[config.mk]
export PLATFORM = sky130hd
export DESIGN_NAME = i2c_reg_bridge
export DESIGN_NICKNAME = d
export VERILOG_FILES = /design/src/rtl/i2c_bridge_pkg.sv /design/src/rtl/i2c_bus_timeout.sv /design/src/rtl/i2c_reg_bridge.sv
export SDC_FILE = /design/constraint.sdc
export NUM_CORES = 1
export LEC_CHECK = 0
export CORE_MARGIN = 2
export CORE_UTILIZATION = 52
export CTS_BUF_LIST = sky130_fd_sc_hd__clkbuf_4
export DETAILED_ROUTE_END_ITERATION = 10
export GPL_TIMING_DRIVEN = 0
export PLACE_DENSITY = 0.92
export SETUP_SLACK_MARGIN = 0.4
export SYNTH_ARGS = -nofsm -noshare
export SYNTH_HDL_FRONTEND = slang
export SYNTH_SLANG_ARGS = --single-unit
[constraint.sdc]
create_clock -name clk -period 3.9 [get_ports clk]
set_input_delay 0.585 -clock clk [delete_from_list [all_inputs] [get_ports clk]]
set_output_delay 0.585 -clock clk [all_outputs]
set_load 0.005 [all_outputs]
[src/rtl/i2c_bridge_pkg.sv]
// -----------------------------------------------------------------------------
// i2c_bridge_pkg
// Shared definitions for the I2C register bridge:
//   - bridge_state_e     : bus-access state encoding (IDLE, WRITE, READ)
//   - TIMEOUT_CYCLES_DEF : default bus_ack wait budget in clk cycles
//   - DEFAULT_RDATA_DEF  : default read data returned when a read times out
//   - sat_add8()         : saturating add used by the error counter
// -----------------------------------------------------------------------------
package i2c_bridge_pkg;

  typedef enum logic [1:0] {
    IDLE  = 2'd0,
    WRITE = 2'd1,
    READ  = 2'd2
  } bridge_state_e;

  localparam int          TIMEOUT_CYCLES_DEF = 255;
  localparam logic [15:0] DEFAULT_RDATA_DEF  = 16'hDEAD;

  // Adds 0..3 to an 8-bit count, sticking at 8'hFF instead of wrapping.
  function automatic logic [7:0] sat_add8(input logic [7:0] value,
                                          input logic [1:0] inc);
    logic [8:0] sum;
    sum = {1'b0, value} + {7'd0, inc};
    return sum[8] ? 8'hFF : sum[7:0];
  endfunction

endpackage

[src/rtl/i2c_bus_timeout.sv]
// -----------------------------------------------------------------------------
// i2c_bus_timeout
// Cycle counter bounding one bus access. Reused by the write and read paths.
// Ports:
//   clk, reset : clock and asynchronous active-high reset
//   load       : clears the count (asserted on the edge that starts an access)
//   run        : access still waiting this cycle (bus_req high, no bus_ack)
//   expired    : count has reached TIMEOUT_CYCLES-1; the caller qualifies it
//                with bus_req, so the access lasts exactly TIMEOUT_CYCLES cycles
// -----------------------------------------------------------------------------
module i2c_bus_timeout
  import i2c_bridge_pkg::*;
#(
  parameter int TIMEOUT_CYCLES = TIMEOUT_CYCLES_DEF
) (
  input  logic clk,
  input  logic reset,
  input  logic load,
  input  logic run,
  output logic expired
);

  localparam int CNT_W = (TIMEOUT_CYCLES > 1) ? $clog2(TIMEOUT_CYCLES) : 1;
  localparam logic [CNT_W-1:0] LAST = CNT_W'(TIMEOUT_CYCLES - 1);

  logic [CNT_W-1:0] count;

  // The count holds at LAST so it can never wrap back into the live range.
  always_ff @(posedge clk or posedge reset) begin
    if (reset) begin
      count <= '0;
    end else if (load) begin
      count <= '0;
    end else if (run && !expired) begin
      count <= count + CNT_W'(1);
    end
  end

  assign expired = (count == LAST);

endmodule

[src/rtl/i2c_reg_bridge.sv]
// -----------------------------------------------------------------------------
// i2c_reg_bridge
// Turns the I2C slave's register interface into a request/acknowledge register
// bus. Writes go through a 1-deep buffer; reads are prefetched for the slave's
// current register address so slv_datai is already stable when sampled.
// Every bus access is bounded by a timeout; timeouts and dropped writes are
// counted in a saturating error counter.
// Ports:
//   clk, reset    : clock, asynchronous active-high reset
//   slv_we        : one-cycle write strobe from the slave
//   slv_datao     : write data from the slave (valid with slv_we)
//   slv_reg_addr  : current register address from the slave
//   slv_done      : end-of-transaction pulse; forces a refetch
//   slv_datai     : registered read data to the slave
//   bus_req       : request, held until bus_ack or timeout
//   bus_wr        : 1 = write, 0 = read (stable while bus_req)
//   bus_addr      : access address (stable while bus_req)
//   bus_wdata     : write data (stable while bus_req)
//   bus_ack       : one-cycle completion from the target
//   bus_rdata     : read data, valid with bus_ack on a read
//   err_count     : saturating count of timeouts plus dropped writes
//   wr_overflow   : sticky flag, a write was dropped
// -----------------------------------------------------------------------------
module i2c_reg_bridge
  import i2c_bridge_pkg::*;
#(
  parameter int                    ADDR_WIDTH     = 8,
  parameter int                    DATA_WIDTH     = 16,
  parameter int                    TIMEOUT_CYCLES = TIMEOUT_CYCLES_DEF,
  parameter logic [DATA_WIDTH-1:0] DEFAULT_RDATA  = DATA_WIDTH'(DEFAULT_RDATA_DEF)
) (
  input  logic                  clk,
  input  logic                  reset,
  input  logic                  slv_we,
  input  logic [DATA_WIDTH-1:0] slv_datao,
  input  logic [ADDR_WIDTH-1:0] slv_reg_addr,
  input  logic                  slv_done,
  output logic [DATA_WIDTH-1:0] slv_datai,
  output logic                  bus_req,
  output logic                  bus_wr,
  output logic [ADDR_WIDTH-1:0] bus_addr,
  output logic [DATA_WIDTH-1:0] bus_wdata,
  input  logic                  bus_ack,
  input  logic [DATA_WIDTH-1:0] bus_rdata,
  output logic [7:0]            err_count,
  output logic                  wr_overflow
);

  bridge_state_e         state;

  // Write buffer: wbuf_full stays set while its write is on the bus and is
  // released only when that write acks or times out.
  logic                  wbuf_full;
  logic [ADDR_WIDTH-1:0] wbuf_addr;
  logic [DATA_WIDTH-1:0] wbuf_data;

  // Address of the last prefetch, i.e. what slv_datai currently holds.
  logic                  tag_valid;
  logic [ADDR_WIDTH-1:0] tag;

  logic                  expired;
  logic                  acked;
  logic                  timed_out;
  logic                  finish;
  logic                  wbuf_free;
  logic                  overflow;
  logic                  wbuf_take;
  logic                  wbuf_full_nx;
  logic [ADDR_WIDTH-1:0] wbuf_addr_nx;
  logic [DATA_WIDTH-1:0] wbuf_data_nx;
  logic                  prefetch_need;
  logic                  launch;
  logic [1:0]            err_inc;

  // NOTE: every signal in this block is assigned on every path, so no latch is inferred.
  always_comb begin
    acked         = bus_req & bus_ack;
    // An ack in the expiry cycle wins: that access completes without error.
    timed_out     = bus_req & ~bus_ack & expired;
    finish        = acked | timed_out;
    // A write finishing this cycle frees the buffer for a same-cycle slv_we.
    wbuf_free     = (state == WRITE) & finish;
    overflow      = slv_we & wbuf_full & ~wbuf_free;
    wbuf_take     = slv_we & ~overflow;
    wbuf_full_nx  = wbuf_take | (wbuf_full & ~wbuf_free);
    wbuf_addr_nx  = wbuf_take ? slv_reg_addr : wbuf_addr;
    wbuf_data_nx  = wbuf_take ? slv_datao    : wbuf_data;
    prefetch_need = ~tag_valid | (tag != slv_reg_addr);
    // Using the post-capture buffer lets a strobe seen in IDLE reach the bus
    // on the very next cycle.
    launch        = (state == IDLE) & (wbuf_full_nx | prefetch_need);
    err_inc       = {1'b0, timed_out} + {1'b0, overflow};
  end

  i2c_bus_timeout #(
    .TIMEOUT_CYCLES(TIMEOUT_CYCLES)
  ) u_timeout (
    .clk     (clk),
    .reset   (reset),
    .load    (launch),
    .run     (bus_req & ~bus_ack),
    .expired (expired)
  );

  // NOTE: non-blocking assignments throughout; the slv_done clear sits last so it overrides a same-cycle read completion.
  always_ff @(posedge clk or posedge reset) begin
    if (reset) begin
      state       <= IDLE;
      slv_datai   <= '0;
      bus_req     <= 1'b0;
      bus_wr      <= 1'b0;
      bus_addr    <= '0;
      bus_wdata   <= '0;
      err_count   <= '0;
      wr_overflow <= 1'b0;
      wbuf_full   <= 1'b0;
      wbuf_addr   <= '0;
      wbuf_data   <= '0;
      tag_valid   <= 1'b0;
      tag         <= '0;
    end else begin
      wbuf_full <= wbuf_full_nx;
      wbuf_addr <= wbuf_addr_nx;
      wbuf_data <= wbuf_data_nx;
      err_count <= sat_add8(err_count, err_inc);
      if (overflow) begin
        wr_overflow <= 1'b1;
      end

      case (state)
        IDLE: begin
          if (wbuf_full_nx) begin
            state     <= WRITE;
            bus_req   <= 1'b1;
            bus_wr    <= 1'b1;
            bus_addr  <= wbuf_addr_nx;
            bus_wdata <= wbuf_data_nx;
          end else if (prefetch_need) begin
            state    <= READ;
            bus_req  <= 1'b1;
            bus_wr   <= 1'b0;
            bus_addr <= slv_reg_addr;
          end
        end

        WRITE: begin
          if (finish) begin
            state   <= IDLE;
            bus_req <= 1'b0;
            // The prefetched copy of this register is now stale.
            if (tag == bus_addr) begin
              tag_valid <= 1'b0;
            end
          end
        end

        READ: begin
          if (finish) begin
            state     <= IDLE;
            bus_req   <= 1'b0;
            slv_datai <= acked ? bus_rdata : DEFAULT_RDATA;
            tag       <= bus_addr;
            tag_valid <= 1'b1;
          end
        end

        default: begin
          state   <= IDLE;
          bus_req <= 1'b0;
        end
      endcase

      if (slv_done) begin
        tag_valid <= 1'b0;
      end
    end
  end

endmodule

==> results of run 1 <==
## cells by family (layout without fill, tap and decap cells)
| group | after synthesis | in the layout | share of synthesized area |
|---|---|---|---|
| AOI/OAI and AO/OA | 106 | 106 | 0.1950 |
| xor gates and xnor gates | 21 | 21 | 0.04264 |
| DFF | 95 | 95 | 0.5512 |
| muxes | 21 | 21 | 0.05483 |
| buffers and inverters | 50 | 161 | 0.05396 |
| adders and majority gates | 6 | 6 | 0.01741 |
| and+or+nand+nor | 69 | 69 | 0.08500 |
## state kept, by name, indices dropped and copies added (netlist names)
signal / flops
bus_wdata: 16
slv_datai: 16
wbuf_data: 16
bus_addr: 8
err_count: 8
tag: 8
u_timeout.count: 8
wbuf_addr: 8
state: 2
bus_req: 1
bus_wr: 1
tag_valid: 1
wbuf_full: 1
wr_overflow: 1
## power groups by stage
stage	Combinational (W)	Sequential, W	Clock (W)
2_1_floorplan	0.00113	0.00174	0
3_3_place_gp	0.00190	0.00174	0
3_5_place_dp	0.00197	0.00178	0
4_1_cts	0.00198	0.00177	0.000531
5_1_grt	0.00215	0.00182	0.000564
6_report	0.00197	0.00177	0.000519
## area by class of cell
type	count	area [um2]	area share
sequential	95	2377	0.4282
inverter	34	130.1	0.02344
tap	105	131.4	0.02366
clock inverter	6	61.31	0.01104
timing repair buffer	95	968.4	0.1744
multi-input combinational	223	1703	0.3067
clock buffer	10	75.07	0.01352
buffer	16	105.1	0.01893
## routing by layer
layer | GRT usage | wire length, um | vias up | part of all wire
li1 | - | - | 1540 | -
met2 | 0.3950 | 5020 | 116 | 0.50
met4 | 0.06884 | 136 | 0 | 0.014
met5 | 0 | 0 | - | 0
met3 | 0.05850 | 718 | 14 | 0.072
met1 | 0.2760 | 4070 | 1623 | 0.41
## layout by cell type, fill, tap and decap left out, drive strengths merged, types with 2 or more instances in the layout
cell           instances
o21ai                 19
clkdlybuf4s50         94
nor3                   4
a21oi                 10
dfrtp                 95
a211oi                 3
clkinvlp               3
inv                   34
a21boi                 2
clkinv                 2
xnor2                 10
xor2                  11
a22o                   5
o22a                  11
nand2b                 2
o31a                   2
nand2                 29
and4                   2
o22ai                 17
nand3                  6
a2bb2oi               16
clkbuf                18
buf                    9
ha                     6
mux2                  21
a21o                   3
a222oi                 8
and3                   5
nand4                  4
nor2                  11
## metrics by stage
stage               cells  power [W]
CTS                   584   0.004280
finish                584   0.004260
floorplan             368   0.002868
global placement      567   0.003640
global route          584   0.004537
detailed placement    568   0.003755
## path summary, 6_finish.rpt
kind / startpoint / to / slack [ps] / depth (start not counted)
max: u_timeout.count[0]$_DFFE_PP0P_ / err_count[4]$_DFF_PP0_ / 1510 / 9
min: wr_overflow$_DFFE_PP0P_ / wr_overflow$_DFFE_PP0P_ / 490 / 1
max reg2reg: u_timeout.count[0]$_DFFE_PP0P_ / err_count[4]$_DFF_PP0_ / 1510 / 9
min reg2reg: wr_overflow$_DFFE_PP0P_ / wr_overflow$_DFFE_PP0P_ / 490 / 1
max in group asynchronous: reset / bus_wdata[9]$_DFFE_PP0P_ / 2680 / 3
min in group asynchronous: reset / slv_datai[5]$_DFFE_PP0P_ / 570 / 2
## worst max-delay path, delay by kind of cell, from the launching register on
kind	cells	cell delay [ps]
fa+ha+maj	2	530
compound gates	2	470
buf+inv	1	60
simple gates	3	410
flops	1	440
mux	1	370
==> impl_results.md, run 1 <==
* Run status: complete, no violations
* Fin. max-slew vios at 0
* DP Worst Slack at between 1000 and 1500 ps
* Crit path capture type: flip-flop
* Most common cell in the netlist: dfrtp_1
* Top cells by count, synth: dfrtp_1 (95), inv_1 (34), nand2_1 (29), mux2_2 (21), o21ai_0 (18)
* Die area at roughly 9000 um2
* Finished Core Util at 0.6825
* Post-CTS Hold Buffers at 0
* Worst vdd ir at 0.4241 mV
* Initial DRT Pass Iterations at 4
* Sequential power share at 0.416
* DRT Wirelength at 9946 um
* Crit Path Class: reg -> reg
* Clock sink total at 95
* Yosys top cell area share at 0.5512
* Number of global-route vias before repair at 3391
* Antenna Nets Post-Route at 0
* Yosys cell types at 52
* Die height at 95.07 um
* Power share of the clock group at 0.122
* Iter 0 DRT Violations at between 150 and 200
* Core area at 8134 um2
* # IOs at 96
* Setup_tns at 0 ps
* Critical Path Source Type: flip-flop
* RSZ-0062 raised after global routing: false
* Routed len/inst at 17.03 um
* DRC violations left at 0
* Tcrit/Tclk final at 0.6133
* Clock buffer depth at 2
* #FFs+latches synth at 95
* Largest area contributor in the netlist: dfrtp_1
* Nets at roughly 530
* Syn-to-layout area delta at 28.72%
* PwrDens at 767.4 nW/um2
* Pin count of the biggest net entering global routing at slightly above 50
* H-tree levels at 3
* Initial Util at 0.5302
* Most common cell on crit path: ha_1
* Skew-Pair Late Insertion Delay at 420 ps
* Max-Cap Viols at 0
* Switching Power at 0.001480 W
* Worst Tran Pin Value at roughly 650 ps
* Vias per inst at 5.639
* Worst hold slack at between 400 and 500 ps
* CP Cell Sequence: inv_1, ha_1, and3_1, nand2_1, nor2_1, ha_1, o2111ai_2, a21boi_0, mux2_2
* Port Buf Inserts at 94
* First-pass GRT wire length at 15840 um
* Post-Syn Nets at roughly 420
* Worst Skew at 21.97 ps
* EDFF count, synth at 0
* Slew HR at 0.5664
* Logic gate share of total power at 0.462
* Net Sw Frac at 0.3474
* Int Pwr at 0.002780 W
* CTS buffer count at 9
* # rows at 33
* Worst EP arrival at 2700 ps
* Die width at approximately 95 um
* FMAX at around 0.42 GHz
* Final worst path period need at around 2400 ps
* Syn Inst Count at roughly 370
* GRT overflow at 0
* Cts repair resizes at 0
* Leakage power at 2.400 nW
* Crit path required time at around 4200 ps
* Diode count at 0
* Asr flop ratio synth at 1.000
* Clock slew at reported path FFs at 140 ps
* Synth Flop Type: dfrtp_1
* CTS tree: built
* Fill cells at approximately 600
* Seq/Total Area, Yosys at 0.5512
* Hold Vio Cnt, Final at 0
* Final Instance Area at between 5000 and 6000 um2
* Slowest cell on crit path: dfrtp_1
* Vias post-DR at roughly 3300
* Gr usage total at 0.2264
* Synth Warn # at 0
* CP max FO at 6
* Worst path max stage delay at 440 ps
* Synthesized cell area at between 4000 and 5000 um2
* Syn Area/Cell at about 12 um2
* Layout cell share with drive strength beyond 1 at 0.1273
* Gpl congestion at 0.8533
* Worst hold path class: reg -> reg
* CTS Root Cell: clkbuf_4
* Setup Fix Bufs, Post-CTS at 0
* Synth top area cells: dfrtp_1 (55%), mux2_2 (5.5%), a2bb2oi_1 (3.2%)
* Post-DP Area at 5415 um2
* Initial antenna violation count at 0
* Final HPWL from detailed placement at 7172 um
* Final setup vio count at 0
* Worst setup margin at between 1500 and 2000 ps
(Power assumes the default switching activity.)
==> run 2: changes to the inputs <==
Clock period 3.9 ns to 2.22 ns, I/O delays scaled along.
==> run 2 against run 1 <==
  * First-iteration DRC count rose by 37%
  * Cell count is 6.3% higher
  * Clock power is 130% higher
  * Core utilization rose by 11 points
  * Critical endpoint is now err_count[0]$_DFF_PP0_
  * Cell area rose by 16%
  * Fmax up 13%
  * Global-route usage rose by 3.0 points
  * Combinational power is 130% higher
  * Via count is 9.0% higher
  * Sequential share of layout area fell by 5.7 points
  * Clock skew down 6.3 ps
==> impl_results.md, run 2 (synthesis results as in run 1) <==
* Run status: complete, no violations (unchanged)
* Clock buffer depth at 2 (unchanged)
* Most common cell on crit path: buf_6 (was ha_1)
* Worst path max stage delay at 410 ps (was 440 ps)
* Die width at 95.07 um (unchanged)
* DRC violations left at 0 (unchanged)
* Crit path required time at 2570 ps (was 4210 ps)
* FMAX at 0.4734 GHz (was 0.4181 GHz)
* Slowest cell on crit path: dfrtp_1 (unchanged)
* Max-Cap Viols at 0 (unchanged)
* CP Cell Sequence: inv_2, ha_4, and3_4, a21oi_4, buf_6, o21ai_4, buf_6, o221a_2, a41oi_1 (was inv_1, ha_1, and3_1, nand2_1, nor2_1, ha_1, o2111ai_2, a21boi_0, mux2_2)
* Crit path capture type: flip-flop (unchanged)
* Final setup vio count at 0 (unchanged)
* Worst setup margin at 107.7 ps (was 1508 ps)
* Gpl congestion at 0.9218 (was 0.8533)
* Final HPWL from detailed placement at 6982 um (was 7172 um)
* Number of global-route vias before repair at 3643 (was 3391)
* Nets at 562 (was 525)
* Worst vdd ir at 0.7314 mV (was 0.4241 mV)
* CTS tree: built (unchanged)
* Crit Path Class: reg -> reg (unchanged)
* DRT Wirelength at 12120 um (was 9946 um)
* Pin count of the biggest net entering global routing at 45 (was 51)
* Final Instance Area at 6415 um2 (was 5552 um2)
* Skew-Pair Late Insertion Delay at 460 ps (was 420 ps)
* Worst Tran Pin Value at 595.6 ps (was 648.0 ps)
* Routed len/inst at 19.51 um (was 17.03 um)
* Worst hold slack at 130.0 ps (was 493.8 ps)
* Port Buf Inserts at 94 (unchanged)
* Worst hold path class: in -> async (was reg -> reg)
* CP max FO at 6 (unchanged)
* Commonest non-fill, non-tap cell in the layout: dfrtp_1 (unchanged)
* GRT overflow at 0 (unchanged)
* DP Worst Slack at -224.2 ps (was 1232 ps)
* Tcrit/Tclk final at 0.9515 (was 0.6133)
* Initial antenna violation count at 0 (unchanged)
* Diode count at 0 (unchanged)
* Leakage power at 2.845 nW (was 2.400 nW)
* Slew HR at 0.6029 (was 0.5664)
* Post-DP Area at 5522 um2 (was 5415 um2)
* Fin. max-slew vios at 0 (unchanged)
* Initial Util at 0.5302 (unchanged)
* Gr usage total at 0.2565 (was 0.2264)
* Setup_tns at 0 ps (unchanged)
* Post-CTS Hold Buffers at 0 (unchanged)
* Pwr Total at 0.008826 W (was 0.004260 W)
* Antenna Nets Post-Route at 0 (unchanged)
* Die area at 9038 um2 (unchanged)
* Vias post-DR at 3588 (was 3293)
* H-tree levels at 3 (unchanged)
* First-pass GRT wire length at 17760 um (was 15840 um)
* CTS Root Cell: clkbuf_4 (unchanged)
* Initial DRT Pass Iterations at 5 (was 4)
* Layout cell share with drive strength beyond 1 at 0.2752 (was 0.1273)
* Core area at 8134 um2 (unchanged)
* RSZ-0062 raised after global routing: true (was false)
* Worst Skew at 15.67 ps (was 21.97 ps)
* Clock slew at reported path FFs at 160 ps (was 140 ps)
* Vias per inst at 5.778 (was 5.639)
* Clock sink total at 95 (unchanged)
* Most frequent cells in the layout: dfrtp_1 (94), clkdlybuf4s50_1 (92), inv_1 (32), mux2_4 (21) (was dfrtp_1 (95), clkdlybuf4s50_1 (94), inv_1 (33), nand2_1 (29), mux2_2 (21))
* Critical Path Source Type: flip-flop (unchanged)
* Final worst path period need at 2112 ps (was 2392 ps)
* # rows at 33 (unchanged)
* Syn-to-layout area delta at 48.74% (was 28.72%)
* Biggest regs: bus_wdata (16), slv_datai (16), wbuf_data (16) (unchanged)
* Die height at 95.07 um (unchanged)
* # IOs at 96 (unchanged)
* CTS buffer count at 9 (unchanged)
* Worst EP arrival at 2470 ps (was 2700 ps)
* Iter 0 DRT Violations at 236 (was 172)
* PwrDens at 1376 nW/um2 (was 767.4 nW/um2)
* Hold Vio Cnt, Final at 0 (unchanged)
## run 2: changes by cell type in the layout (fill, tap and decap cells not counted), moves of 5 or more
cell | previous run | this run
buf_8 | 0 | 7
buf_6 | 5 | 12
o21ai_1 | 0 | 6
buf_4 | 2 | 20
o21ai_0 | 18 | 8
nand2_2 | 0 | 7
clkbuf_1 | 8 | 3
nor2_1 | 11 | 6
nand2_1 | 29 | 20
nor2_4 | 0 | 5
mux2_2 | 21 | 0
mux2_4 | 0 | 21
buf_12 | 0 | 6
## run 2: worst max-delay path, delay by kind of cell, from the launching register on
family	cells	cell delay [ps]
compound gates	4	870
flops	1	410
buf+inv	3	390
simple gates	1	190
fa+ha+maj	1	160
## run 2: power by group
part / total (W) / switching [W] / internal [W]
Sequential: 0.00316 / 0.000633 / 0.00252
Combinational: 0.00448 / 0.00184 / 0.00263
Clock: 0.00119 / 0.000617 / 0.000574
Total: 0.00883 / 0.00309 / 0.00573
## run 2: routing by layer
layer,vias up,share of wire,GRT usage
met1,1796,0.39,0.3090
met4,0,0.028,0.08575
met2,149,0.52,0.4536
met3,32,0.064,0.05850
met5,-,0,0
li1,1611,-,-
## run 2: worst paths after layout
path | from | slack [ps] | cells past startpoint | to
worst min register to register | wr_overflow$_DFFE_PP0P_ | 490 | 1 | wr_overflow$_DFFE_PP0P_
min in group clk | slv_we | 410 | 2 | wr_overflow$_DFFE_PP0P_
worst min-delay path | reset | 130 | 2 | bus_wdata[2]$_DFFE_PP0P_
worst max-delay path | u_timeout.count[0]$_DFFE_PP0P_ | 110 | 9 | err_count[0]$_DFF_PP0_
worst max register to register | u_timeout.count[0]$_DFFE_PP0P_ | 110 | 9 | err_count[0]$_DFF_PP0_
max in group asynchronous | reset | 1300 | 4 | bus_req$_DFFE_PP0P_
## run 2: per-stage QoR
step / utilization / std cells
2_1_floorplan: - / 368
3_3_place_gp: 0.6739 / 567
3_5_place_dp: 0.6788 / 569
4_1_cts: 0.7500 / 606
5_1_grt: 0.7886 / 621
6_report: 0.7886 / 621
## run 2: cell type report
cell class | count | area, um2
Inverter | 34 | 131.4
Timing Repair Buffer | 132 | 1396
Multi-Input combinational cell | 223 | 2021
Clock buffer | 9 | 67.56
Buffer | 16 | 168.9
Tap cell | 105 | 131.4
Fill cell | 444 | 1719
Sequential cell | 95 | 2379
Clock inverter | 7 | 120.1
## run 2: repair_timing
action | CTS | global route
pin swaps | 18 | 31
resized for setup | 53 | 45
setup endpoints to repair | 92 | 97
gates cloned | 1 | 3
buffers inserted | 20 | 12
